$ cat src/rtl/wb_cmd_initiator.sv
// Wishbone classic single-transfer initiator.
// Takes one read/write command at a time, runs one bus cycle for it and returns
// the read data (or a timeout error) on the response channel.
//
//   state | meaning
//   IDLE  | ready for a command, bus idle
//   BUS   | CYC/STB asserted, waiting for ACK or timeout
//   RESP  | response held on rsp_* until consumed
module wb_cmd_initiator #(
    parameter int ADDR_WIDTH     = 32,
    parameter int DATA_WIDTH     = 32,
    parameter int TIMEOUT_CYCLES = 255
) (
    input  logic                    wb_clk_i,
    input  logic                    wb_rst_i,
    input  logic                    cmd_valid,
    output logic                    cmd_ready,
    input  logic                    cmd_we,
    input  logic [ADDR_WIDTH-1:0]   cmd_adr,
    input  logic [DATA_WIDTH-1:0]   cmd_dat,
    input  logic [DATA_WIDTH/8-1:0] cmd_sel,
    output logic                    rsp_valid,
    input  logic                    rsp_ready,
    output logic [DATA_WIDTH-1:0]   rsp_dat,
    output logic                    rsp_err,
    output logic                    wbm_cyc_o,
    output logic                    wbm_stb_o,
    output logic                    wbm_we_o,
    output logic [DATA_WIDTH/8-1:0] wbm_sel_o,
    output logic [ADDR_WIDTH-1:0]   wbm_adr_o,
    output logic [DATA_WIDTH-1:0]   wbm_dat_o,
    input  logic                    wbm_ack_i,
    input  logic [DATA_WIDTH-1:0]   wbm_dat_i
);

    localparam int SEL_W = DATA_WIDTH / 8;
    // Counter only needs to reach TIMEOUT_CYCLES-1.
    localparam int CNT_W = (TIMEOUT_CYCLES > 1) ? $clog2(TIMEOUT_CYCLES) : 1;
    localparam logic [CNT_W-1:0] TC_LAST =
        CNT_W'((TIMEOUT_CYCLES > 0) ? TIMEOUT_CYCLES - 1 : 0);
    localparam bit TIMEOUT_EN = (TIMEOUT_CYCLES != 0);

    typedef enum logic [1:0] {
        IDLE = 2'd0,
        BUS  = 2'd1,
        RESP = 2'd2
    } state_t;

    state_t                  state_q, state_d;
    logic                    cyc_q, cyc_d;
    logic                    we_q, we_d;
    logic [SEL_W-1:0]        sel_q, sel_d;
    logic [ADDR_WIDTH-1:0]   adr_q, adr_d;
    logic [DATA_WIDTH-1:0]   wdat_q, wdat_d;
    logic                    rsp_valid_q, rsp_valid_d;
    logic                    rsp_err_q, rsp_err_d;
    logic [DATA_WIDTH-1:0]   rsp_dat_q, rsp_dat_d;
    logic [CNT_W-1:0]        cnt_q, cnt_d;

    // State and registered outputs, synchronous reset.
    always_ff @(posedge wb_clk_i) begin
        if (wb_rst_i) begin
            state_q     <= IDLE;
            cyc_q       <= 1'b0;
            we_q        <= 1'b0;
            sel_q       <= '0;
            adr_q       <= '0;
            wdat_q      <= '0;
            rsp_valid_q <= 1'b0;
            rsp_err_q   <= 1'b0;
            rsp_dat_q   <= '0;
            cnt_q       <= '0;
        end else begin
            state_q     <= state_d;
            cyc_q       <= cyc_d;
            we_q        <= we_d;
            sel_q       <= sel_d;
            adr_q       <= adr_d;
            wdat_q      <= wdat_d;
            rsp_valid_q <= rsp_valid_d;
            rsp_err_q   <= rsp_err_d;
            rsp_dat_q   <= rsp_dat_d;
            cnt_q       <= cnt_d;
        end
    end

    // Next-state and next-output logic.
    always_comb begin
        state_d     = state_q;
        cyc_d       = cyc_q;
        we_d        = we_q;
        sel_d       = sel_q;
        adr_d       = adr_q;
        wdat_d      = wdat_q;
        rsp_valid_d = rsp_valid_q;
        rsp_err_d   = rsp_err_q;
        rsp_dat_d   = rsp_dat_q;
        cnt_d       = cnt_q;

        case (state_q)
            IDLE: begin
                if (cmd_valid) begin
                    cyc_d   = 1'b1;
                    we_d    = cmd_we;
                    sel_d   = cmd_sel;
                    adr_d   = cmd_adr;
                    wdat_d  = cmd_dat;
                    cnt_d   = '0;
                    state_d = BUS;
                end
            end
            BUS: begin
                // ACK wins over a timeout on the same edge.
                if (wbm_ack_i) begin
                    cyc_d       = 1'b0;
                    we_d        = 1'b0;
                    sel_d       = '0;
                    wdat_d      = '0;
                    rsp_valid_d = 1'b1;
                    rsp_err_d   = 1'b0;
                    rsp_dat_d   = we_q ? '0 : wbm_dat_i;
                    state_d     = RESP;
                end else if (TIMEOUT_EN && (cnt_q == TC_LAST)) begin
                    cyc_d       = 1'b0;
                    we_d        = 1'b0;
                    sel_d       = '0;
                    wdat_d      = '0;
                    rsp_valid_d = 1'b1;
                    rsp_err_d   = 1'b1;
                    rsp_dat_d   = '0;
                    state_d     = RESP;
                end else begin
                    cnt_d = cnt_q + CNT_W'(1);
                end
            end
            RESP: begin
                if (rsp_ready) begin
                    rsp_valid_d = 1'b0;
                    state_d     = IDLE;
                end
            end
            default: begin
                state_d = IDLE;
            end
        endcase
    end

    assign cmd_ready = (state_q == IDLE);
    assign rsp_valid = rsp_valid_q;
    assign rsp_err   = rsp_err_q;
    assign rsp_dat   = rsp_dat_q;
    assign wbm_cyc_o = cyc_q;
    assign wbm_stb_o = cyc_q;
    assign wbm_we_o  = we_q;
    assign wbm_sel_o = sel_q;
    assign wbm_adr_o = adr_q;
    assign wbm_dat_o = wdat_q;

endmodule
$ cat config.mk
export PLATFORM = sky130hd
export DESIGN_NAME = wb_cmd_initiator
export DESIGN_NICKNAME = d
export VERILOG_FILES = /design/src/rtl/wb_cmd_initiator.sv
export SDC_FILE = /design/constraint.sdc
export NUM_CORES = 1
export LEC_CHECK = 0
export CAP_MARGIN = 20
export CORE_MARGIN = 8
export CORE_UTILIZATION = 39
export DETAILED_ROUTE_END_ITERATION = 7
export GPL_TIMING_DRIVEN = 0
export HOLD_SLACK_MARGIN = 0.12
export PLACE_DENSITY = 0.85
export SYNTH_ARGS = -nofsm -noshare
export SYNTH_HDL_FRONTEND = slang
export SYNTH_SLANG_ARGS = --single-unit
$ cat constraint.sdc
create_clock -name wb_clk_i -period 1.9 [get_ports wb_clk_i]
set_clock_uncertainty 0.2 [all_clocks]
set_input_delay 0.38 -clock wb_clk_i [delete_from_list [all_inputs] [get_ports wb_clk_i]]
set_output_delay 0.38 -clock wb_clk_i [all_outputs]
set_load 0.01 [all_outputs]
; After elaboration in Yosys (flattened, before gate mapping)
; Index checks and enable logic that the tools add are counted.
[totals]
ff_bits = 114
wordCells = 59
[op_classes]
addsub = 1
n_eq_ne = 8
n_mux = 30
reduce_logical = 10
[ops]
columns = operator, count
row1 = $mux W32, 5
row2 = $pmux W32 S2, 1
row3 = $mux W8, 3
row4 = $pmux W8 S2, 1
row5 = $mux W4, 3
row6 = $reduce_and A3 Y1, 3
row7 = $add A8 B1 Y8 const B, 1
row8 = $eq A8 B8 Y1 const B, 1
row9 = $mux W1, 8
row10 = $mux W2, 4
row11 = $ne A2 B2 Y1 const B, 4
row12 = $pmux W4 S2, 1
row13 = $pmux W1 S2, 3
row14 = $pmux W2 S3, 1
row15 = $reduce_bool A2 Y1, 3
row16 = $reduce_and A2 Y1, 2
row17 = $reduce_and A4 Y1, 1
row18 = $ne A3 B3 Y1 const B, 1
row19 = $eq A2 B1 Y1 const B, 1
row20 = $eq A2 B2 Y1 const B, 1
row21 = $logic_not A2 Y1, 1

; Logic depth before layout (Yosys ltp)
; Gate-level depths: netlist (run 1).
[logic_depth]
depth_word = 4
mapped_depth = 6

; Worst setup path after synthesis (run 1)
; Ideal clock, no wire load.
[synth_path]
kind = register to register
startpoint = reg cnt_q[4]
endpoint = reg rsp_dat_q[1], in the netlist rsp_dat[1]
t_arrival_ps = 1400
setup_slack_ps = 183
stages_incl_launch_ff = 6
path_buffers = 1
cell_sequence = dfxtp_1 and4_4 a41oi_4 o21a_4 buf_6 a22o_2
[synth_via]
elab_chain_cells = 3
[synth_rtl]
columns = element, line
row1 = start: declaration, 58  ; logic [CNT_W-1:0] cnt_q, cnt_d;
row2 = start signal: assignment, 83  ; cnt_q <= cnt_d;
row3 = $eq A8 B8 Y1, 123  ; end else if (TIMEOUT_EN && (cnt_q == TC_LAST)) begin
row4 = $reduce_bool A2 Y1 (no source line), -
row5 = $reduce_and A2 Y1 (no source line), -
row6 = end signal: assignment, 82  ; rsp_dat_q <= rsp_dat_d;
row7 = end: declaration, 57  ; logic [DATA_WIDTH-1:0] rsp_dat_q, rsp_dat_d;
; Every way passes these cells.
; A chain may end at the register's enable or synchronous reset.

; Worst setup path after layout (run 1)
[layout_path]
startpoint = reg state_q[1]
endpoint = out cmd_ready
[layout_via]
elab_chain_cells = 1
[layout_rtl]
columns = element, line
row1 = start: declaration, 49  ; state_t state_q, state_d;
row2 = start signal: assignment, 74  ; state_q <= state_d;
row3 = $logic_not A2 Y1, 148  ; assign cmd_ready = (state_q == IDLE);
row4 = end: declaration, 17  ; output logic cmd_ready,
; Every way passes these cells.

==> impl_results.md, run 1 <==
- Status: finished clean
- Worst-margin pin slew: 0.490 ns
- Placer Congestion: between 0.8 and 0.9
- Inserted Diodes: 0
- Final WL: between 10 and 15 mm
- Die ar.: about 14000 um2
- DRC violations left: 0
- Worst r2r src: cnt_q[6]
- DRT antenna net count: 0
- Initial Util: approximately 40%
- Final hold violation count: 0
- Filler instances: 860
- CTS tree: built
- Setup TNS: 0 ns
- Crit path required time: about 1.3 ns
- Dpl hpwl: 10.5 mm
- Maximum fanout along the worst path: 8
- Vias/cell: roughly 5
- R2R cell count: 5
- CP Capture Point: cmd_ready
- Crit. Startpoint: state_q[1]
- Slew headroom: between 60% and 70%
- PwrDens: between 900 and 1000 nW/um2
- Initial antenna violation count: 0
- Routed via count: just over 4000
- Drt wl/cell: roughly 17 um
- Most area-consuming cells after synthesis: dfxtp_1 (56%), nand2_1 (13%), a21oi_1 (9.7%)
- Rows: 37
- Num CTS Buffers: 17
- First-pass GRT wire length: 22.0 mm
- Port Buffers: 210
- Insertion delay to the later sink of the worst-skew pair: 0.50 ns
- RSZ-0062 raised after global routing: false
- Vias in the first global route: roughly 4200
- Syn Area/Cell: just over 9 um2
- Synth Instances: ~450
- Critical path launch point type: flop
- Root Buffer: clkbuf_8
- Synth-to-Final Area Change: 69.4%
- Yosys warns: 0
- Flops & latches, synth: 114
- Reg-to-reg critical path endpoint: rsp_dat[22]
- Crit end category: primary output
- Final setup vio count: 0
- Clock-pin slew on the worst setup and hold paths: ~0.05 ns
- H-tree Lvls: 4
- Layout cells sized above 1: 12.9%
- Top cell type by total area after synthesis: dfxtp_1
- Worst setup path class: flop to primary output
- Total global-route track usage: between 15 and 20%
- Sequential share of the synthesized area: a little under three fifths
- Grt total ovfl: 0
- Fin. max-slew vios: 0
- Chip Width: 118 um
- Post-layout net count: approximately 800
- LEAKAGE: between 0.003 and 0.004 uW
- Core ar.: 10200 um2
- Largest net degree at the start of global routing: 17
- DRT iter0 DRCs: ~270
- R2R setup slack: between 0.07 and 0.08 ns
- TritonRoute pass-1 iters: 4
- Fmax: 548 MHz
- HP Start: cmd_adr[30]
- Worst hold path class: primary input to flop
- Max-cap violation count: 0
- Tot Pwr: 6740 uW
- Yosys top cell area share: between 50% and 60%
- Min Tclk post-route: about 1.8 ns
- Post-synthesis cell type count: 35
- Peak supply drop: about 0.0007 V
- Mapped Area: between 4000 and 5000 um2
- TritonCTS Sinks: about 110
- Synthesized Nets: between 500 and 600
- Die Height: ~120 um
- Clk buf depth: 2
- Ports: around 210
- Fin crit share: between 90% and 100%
- Data arrival, critical path: ~1.2 ns
==> worst min path at each step <==
stage	to	slack, ns	depth (start not counted)
finish	wbm_adr_o[30]	0.22	3
global route	wbm_adr_o[10]	0.20	3
CTS	wbm_adr_o[10]	0.19	3
detailed placement	wbm_dat_o[9]	0.25	2
global placement	wbm_adr_o[29]	0.24	2
floorplan	cnt_q[6]	0.25	1
==> sequential cells by signal (all words and copies together), names as in the netlist, 2 cells and up <==
name,flops
cnt_q,8
wbm_sel_o,4
rsp_dat,32
wbm_adr_o,32
state_q,2
wbm_dat_o,32
==> worst max-delay path, stage by stage (launching register included) <==
cell and delay (ns):
dfxtp_4 0.38, nor2_2 0.13, clkdlybuf4s15_2 0.24
==> cells by family (layout without fill, tap and decap cells) <==
logic type | Yosys count | count (layout) | synth area share (%)
compound gates | 129 | 129 | 21.2
flops | 114 | 114 | 56.2
simple gates | 170 | 170 | 17.3
buf+inv | 33 | 276 | 4.80
fa+ha+maj | 2 | 2 | 0.616
==> layer usage <==
metal	share of wire [%]	wire, um	global-route usage (%)	up-vias
li1	-	-	-	1996
met1	40	5540	21.0	1900
met2	50	6930	33.2	177
met3	9.8	1370	9.93	11
met4	0.93	130	5.12	0
met5	0	0	0	-
==> cells in the final DEF (no fill, tap or decap), drive strengths merged, types with 2 or more instances in the layout <==
cell	instances
dlygate4sd2	105
clkdlybuf4s50	104
nor3b	3
bufinv	4
buf	12
and3	2
a21oi	79
a41oi	2
o21ai	5
clkinv	3
ha	2
nand3	5
inv	2
nand2	143
a22o	34
nand2b	4
clkbuf	42
dfxtp	114
nor2	4
nor3	4
a31oi	4
clkinvlp	2
==> cell usage after synthesis <==
| cell type | n |
|---|---|
| and3b_1 | 1 |
| a41oi_1 | 1 |
| clkbuf_8 | 1 |
| a41oi_4 | 1 |
| ha_1 | 2 |
| clkbuf_1 | 19 |
| nor2_1 | 4 |
| and4_4 | 1 |
| nor3_1 | 4 |
| a211o_2 | 1 |
| a22o_1 | 11 |
| and3_1 | 2 |
| o31ai_1 | 1 |
| o21ai_0 | 3 |
| nor2b_1 | 1 |
| buf_2 | 1 |
| nand4_1 | 1 |
| a22o_2 | 23 |
| o21a_4 | 1 |
| o21ai_1 | 1 |
| a31oi_1 | 4 |
| nand3_1 | 5 |
| nand3b_1 | 1 |
| o21ai_2 | 1 |
| a21o_1 | 1 |
| nand2_1 | 143 |
| a211oi_1 | 1 |
| nor3b_2 | 1 |
| inv_1 | 2 |
| dfxtp_1 | 114 |
| a21oi_1 | 79 |
| buf_4 | 4 |
| buf_6 | 6 |
| nand2b_1 | 4 |
| nor3b_1 | 2 |
==> stage by stage <==
stage	hold WS [ns]	worst slack, ns	area, um2	std cells	utilization (%)
floorplan	0.251	0.183	4060	448	-
global placement	0.241	-0.486	6340	794	61.9
detailed placement	0.246	-0.534	6340	794	61.9
CTS	0.192	0.000590	6850	826	66.9
global route	0.196	0.00496	6890	827	67.3
finish	0.216	0.0760	6890	827	67.3
==> power by group <==
part	internal [uW]	switching (uW)	leakage, uW
Combinational	449	408	0.00187
Clock	2220	1070	0.000297
Sequential	2520	69.7	0.000934
Total	5190	1550	0.00310
==> area by class of cell <==
class | count | area (um2) | share of cell area, %
tap | 136 | 170 | 2.47
multi-input combinational | 301 | 1610 | 23.4
timing repair buffer | 212 | 1990 | 28.9
clock inverter | 9 | 154 | 2.24
clock buffer | 22 | 463 | 6.72
sequential | 114 | 2290 | 33.3
inverter | 2 | 7.51 | 0.109
buffer | 31 | 198 | 2.87
==> timing repair <==
action,in CTS,in global routing
pin swaps,0,1
hold buffers,1,0
buffers inserted,0,1
resized for setup,113,22
endpoints found under the setup margin,177,62
hold endpoints to repair,5,0
gates cloned,0,0
No activity file was read; power rests on OpenSTA's default activity.
==> inputs of run 2 (changes only) <==
--- a/config.mk
+++ b/config.mk
@@ -8,7 +8,9 @@
 export CAP_MARGIN = 20
 export CORE_MARGIN = 8
 export CORE_UTILIZATION = 39
+export CTS_CLUSTER_SIZE = 20
 export DETAILED_ROUTE_END_ITERATION = 7
+export GPL_ROUTABILITY_DRIVEN = 1
 export GPL_TIMING_DRIVEN = 0
 export HOLD_SLACK_MARGIN = 0.12
 export PLACE_DENSITY = 0.85
==> results of run 2 <==
The final DEF is identical to that of run 1; final timing and power are the same.
==> inputs of run 3 (changes only) <==
--- a/config.mk
+++ b/config.mk
@@ -7,13 +7,13 @@
 export LEC_CHECK = 0
 export CAP_MARGIN = 20
 export CORE_MARGIN = 8
-export CORE_UTILIZATION = 39
+export CORE_UTILIZATION = 42
 export CTS_CLUSTER_SIZE = 20
 export DETAILED_ROUTE_END_ITERATION = 7
 export GPL_ROUTABILITY_DRIVEN = 1
 export GPL_TIMING_DRIVEN = 0
 export HOLD_SLACK_MARGIN = 0.12
-export PLACE_DENSITY = 0.85
+export PLACE_DENSITY = 0.91
 export SYNTH_ARGS = -nofsm -noshare
 export SYNTH_HDL_FRONTEND = slang
 export SYNTH_SLANG_ARGS = --single-unit
==> constraint.sdc (replaced) <==
create_clock -name wb_clk_i -period 2.1 [get_ports wb_clk_i]
set_clock_uncertainty 0.2 [all_clocks]
set_input_delay 0.42 -clock wb_clk_i [delete_from_list [all_inputs] [get_ports wb_clk_i]]
set_output_delay 0.42 -clock wb_clk_i [all_outputs]
set_load 0.01 [all_outputs]
==> run 3 against run 2 <==
Non-clock buffer count down 1; routed wire length up 3.1%; utilization up 6.3 points; via count up 3.0%; sequential share of layout area down 0.96 points; sequential cell count unchanged; global-route usage up 2.4 points; critical path depth down 1; total power down 2.5%; critical endpoint is now wbm_adr_o[28]; largest power group unchanged; highest routed layer unchanged.
==> impl_results.md, run 3 (synthesis results as in run 1) <==
- Ports: 212 (unchanged)
- Crit path max-delay cell type: clkdlybuf4s50_1
- Peak supply drop: 0.000576 V (-18%)
- Root Buffer: clkbuf_8
- Place WS: -0.384 ns (+0.150 ns)
- Worst setup path class: flop to primary output
- Total global-route track usage: 21.9% (+2.4 points)
- DRT antenna net count: 0 (unchanged)
- Fin. max-slew vios: 0 (unchanged)
- Post-layout net count: 786 (-0.13%)
- Inserted Diodes: 0 (unchanged)
- Worst hold path class: flop to flop
- LEAKAGE: 0.00282 uW (-9.1%)
- Core ar.: 9590 um2 (-6.2%)
- Initial antenna violation count: 0 (unchanged)
- Largest net degree at the start of global routing: 17 (unchanged)
- Data arrival, critical path: 1.43 ns (+0.19 ns)
- Clock-pin slew on the worst setup and hold paths: 0.05 ns (about the same)
- Hold depth: 2 (-1)
- Layout cells sized above 1: 11.1% (-1.7 points)
- Seq. cell area: 2280 um2 (-0.33%)
- Switching Power: 1410 uW (-8.7%)
- Buf/Inv on CP: 1 (unchanged)
- CTS tree: built
- Drt wl/cell: 17.5 um (+3.4%)
- WHS Endpoint: wbm_dat_o[10]
- Port Buffers: 210 (unchanged)
- Final WL: 14.4 mm (+3.1%)
- Dpl hpwl: 10.6 mm (+0.70%)
- Num CTS Buffers: 17 (unchanged)
- Clk buf depth: 2 (unchanged)
- Internal power: 5160 uW (-0.61%)
- Final setup vio count: 0 (unchanged)
- Vias/cell: 5.10 (+3.4%)
- PwrDens: 931 nW/um2 (-5.0%)
- Register share of total power: 35.7% (-2.7 points)
- Sw Share: 21.5% (-1.5 points)
- R2R setup slack: 0.12 ns (+0.04 ns)
- Die Height: 114 um (-3.1%)
- Worst setup margin: 0.0494 ns (-0.0265 ns)
- Worst-margin pin slew: 0.502 ns (+0.0119 ns)
- DP Area: 6330 um2 (about the same)
- Status: finished clean
- Synth-to-Final Area Change: 73.9%
- Slew headroom: 66.5% (-0.80 points)
- Final hold violation count: 0 (unchanged)
- CP top delay family: buffers and inverters
- TritonRoute pass-1 iters: 4 (unchanged)
- TritonCTS Sinks: 114 (unchanged)
- Clock power frac: 51.4% (+2.6 points)
- DRC violations left: 0 (unchanged)
- Die ar.: 13100 um2 (-6.2%)
- Routed via count: 4206 (+3.0%)
- HP Start: wbm_dat_o[10]
- Reg-to-reg critical path endpoint: wbm_dat_o[28]
- Min Tclk post-route: between 2 and 2.5 ns
- Commonest non-fill, non-tap cell in the layout: clkdlybuf4s50_1
- R2R cell count: 5 (unchanged)
- Initial Util: 42.4% (+2.6 points)
- Worst r2r src: cnt_q[4]
- H-tree Lvls: 4 (unchanged)
- Grt total ovfl: 0 (unchanged)
- Filler instances: 649 (-25%)
- Crit path required time: 1.48 ns (+0.16 ns)
- Critical path launch point type: flop
- Chip Width: 114 um (-3.1%)
- Crit end category: primary output
- Most frequent cells in the layout: clkdlybuf4s50_1 (199), nand2_1 (143), dfxtp_1 (112)
- Multi-input gate area in the final layout: 1590 um2 (-1.3%)
- Comb power frac: 12.9% (+0.2 points)
- Cell Chain, Critical Path: clkdlybuf4s50_1
- Fin crit share: between 90% and 100%
- Rows: 36 (-2.7%)
- Fmax: roughly 500 MHz
- First-pass GRT wire length: 22.4 mm (+1.8%)
- Maximum fanout along the worst path: 2 (-6)
- Vias in the first global route: 4399 (+4.4%)
- CP max stage delay: 0.57 ns (+0.19 ns)
- Post-route cell area: 7070 um2 (+2.6%)
- DRT iter0 DRCs: 348 (+30%)
- Insertion delay to the later sink of the worst-skew pair: 0.51 ns (about the same)
- Placer Congestion: 0.837 (-2.7%)
- Max-cap violation count: 0 (unchanged)
==> run 3: how the worst max path moves through the flow <==
| stage | start | to | slack [ns] | cells after the start |
|---|---|---|---|---|
| 2_1_floorplan | cnt_q[4] | rsp_dat[1] | 0.38 | 5 |
| 6_report | wbm_adr_o[28] | wbm_adr_o[28] | 0.05 | 1 |
| 3_3_place_gp | cmd_valid | wbm_adr_o[27] | -0.31 | 6 |
| 4_1_cts | wbm_adr_o[31] | wbm_adr_o[31] | 0.008 | 1 |
| 3_5_place_dp | cmd_valid | wbm_sel_o[2] | -0.38 | 6 |
| 5_1_grt | rsp_dat[3] | rsp_dat[3] | -0.007 | 1 |
==> run 3: repair_timing <==
item,4_1_cts,5_1_grt
buffers inserted,0,0
gates resized for setup,4,14
hold buffers,1,0
setup endpoints to repair,4,80
cloned,0,0
endpoints found under the hold margin,5,0
==> run 3: power by group through the flow <==
stage | Sequential (uW) | Clock, uW | Combinational, uW
after detailed placement | 2390 | 0 | 846
after global placement | 2380 | 0 | 822
after CTS | 2350 | 3430 | 855
final | 2350 | 3380 | 850
after floorplan | 2440 | 0 | 272
after global routing | 2360 | 3540 | 915
==> run 3: cell type report <==
type | instances | area share [%]
Clock inverter | 10 | 3.19
Tap cell | 133 | 2.36
Timing Repair Buffer | 211 | 30.1
Sequential cell | 114 | 32.3
Multi-Input combinational cell | 301 | 22.5
Inverter | 2 | 0.106
Buffer | 31 | 2.69
Clock buffer | 22 | 6.69
==> run 3: metrics by stage <==
stage	hold slack, ns	total power (uW)	setup TNS, ns	util (%)	instances
after floorplan	0.251	2710	0	-	448
after global placement	0.241	3200	-20.01	66.0	791
after detailed placement	0.246	3240	-26.48	66.0	791
after CTS	0.228	6630	0	73.4	824
after global routing	0.231	6810	-0.00734	73.6	824
final	0.253	6570	0	73.6	824
==> run 3: routing by layer <==
| layer | global-route usage (%) | routed length, um | vias up |
|---|---|---|---|
| li1 | - | - | 1991 |
| met1 | 22.0 | 5500 | 1970 |
| met2 | 37.5 | 7080 | 209 |
| met3 | 11.2 | 1390 | 36 |
| met4 | 9.14 | 423 | 0 |
| met5 | 0 | 0 | - |
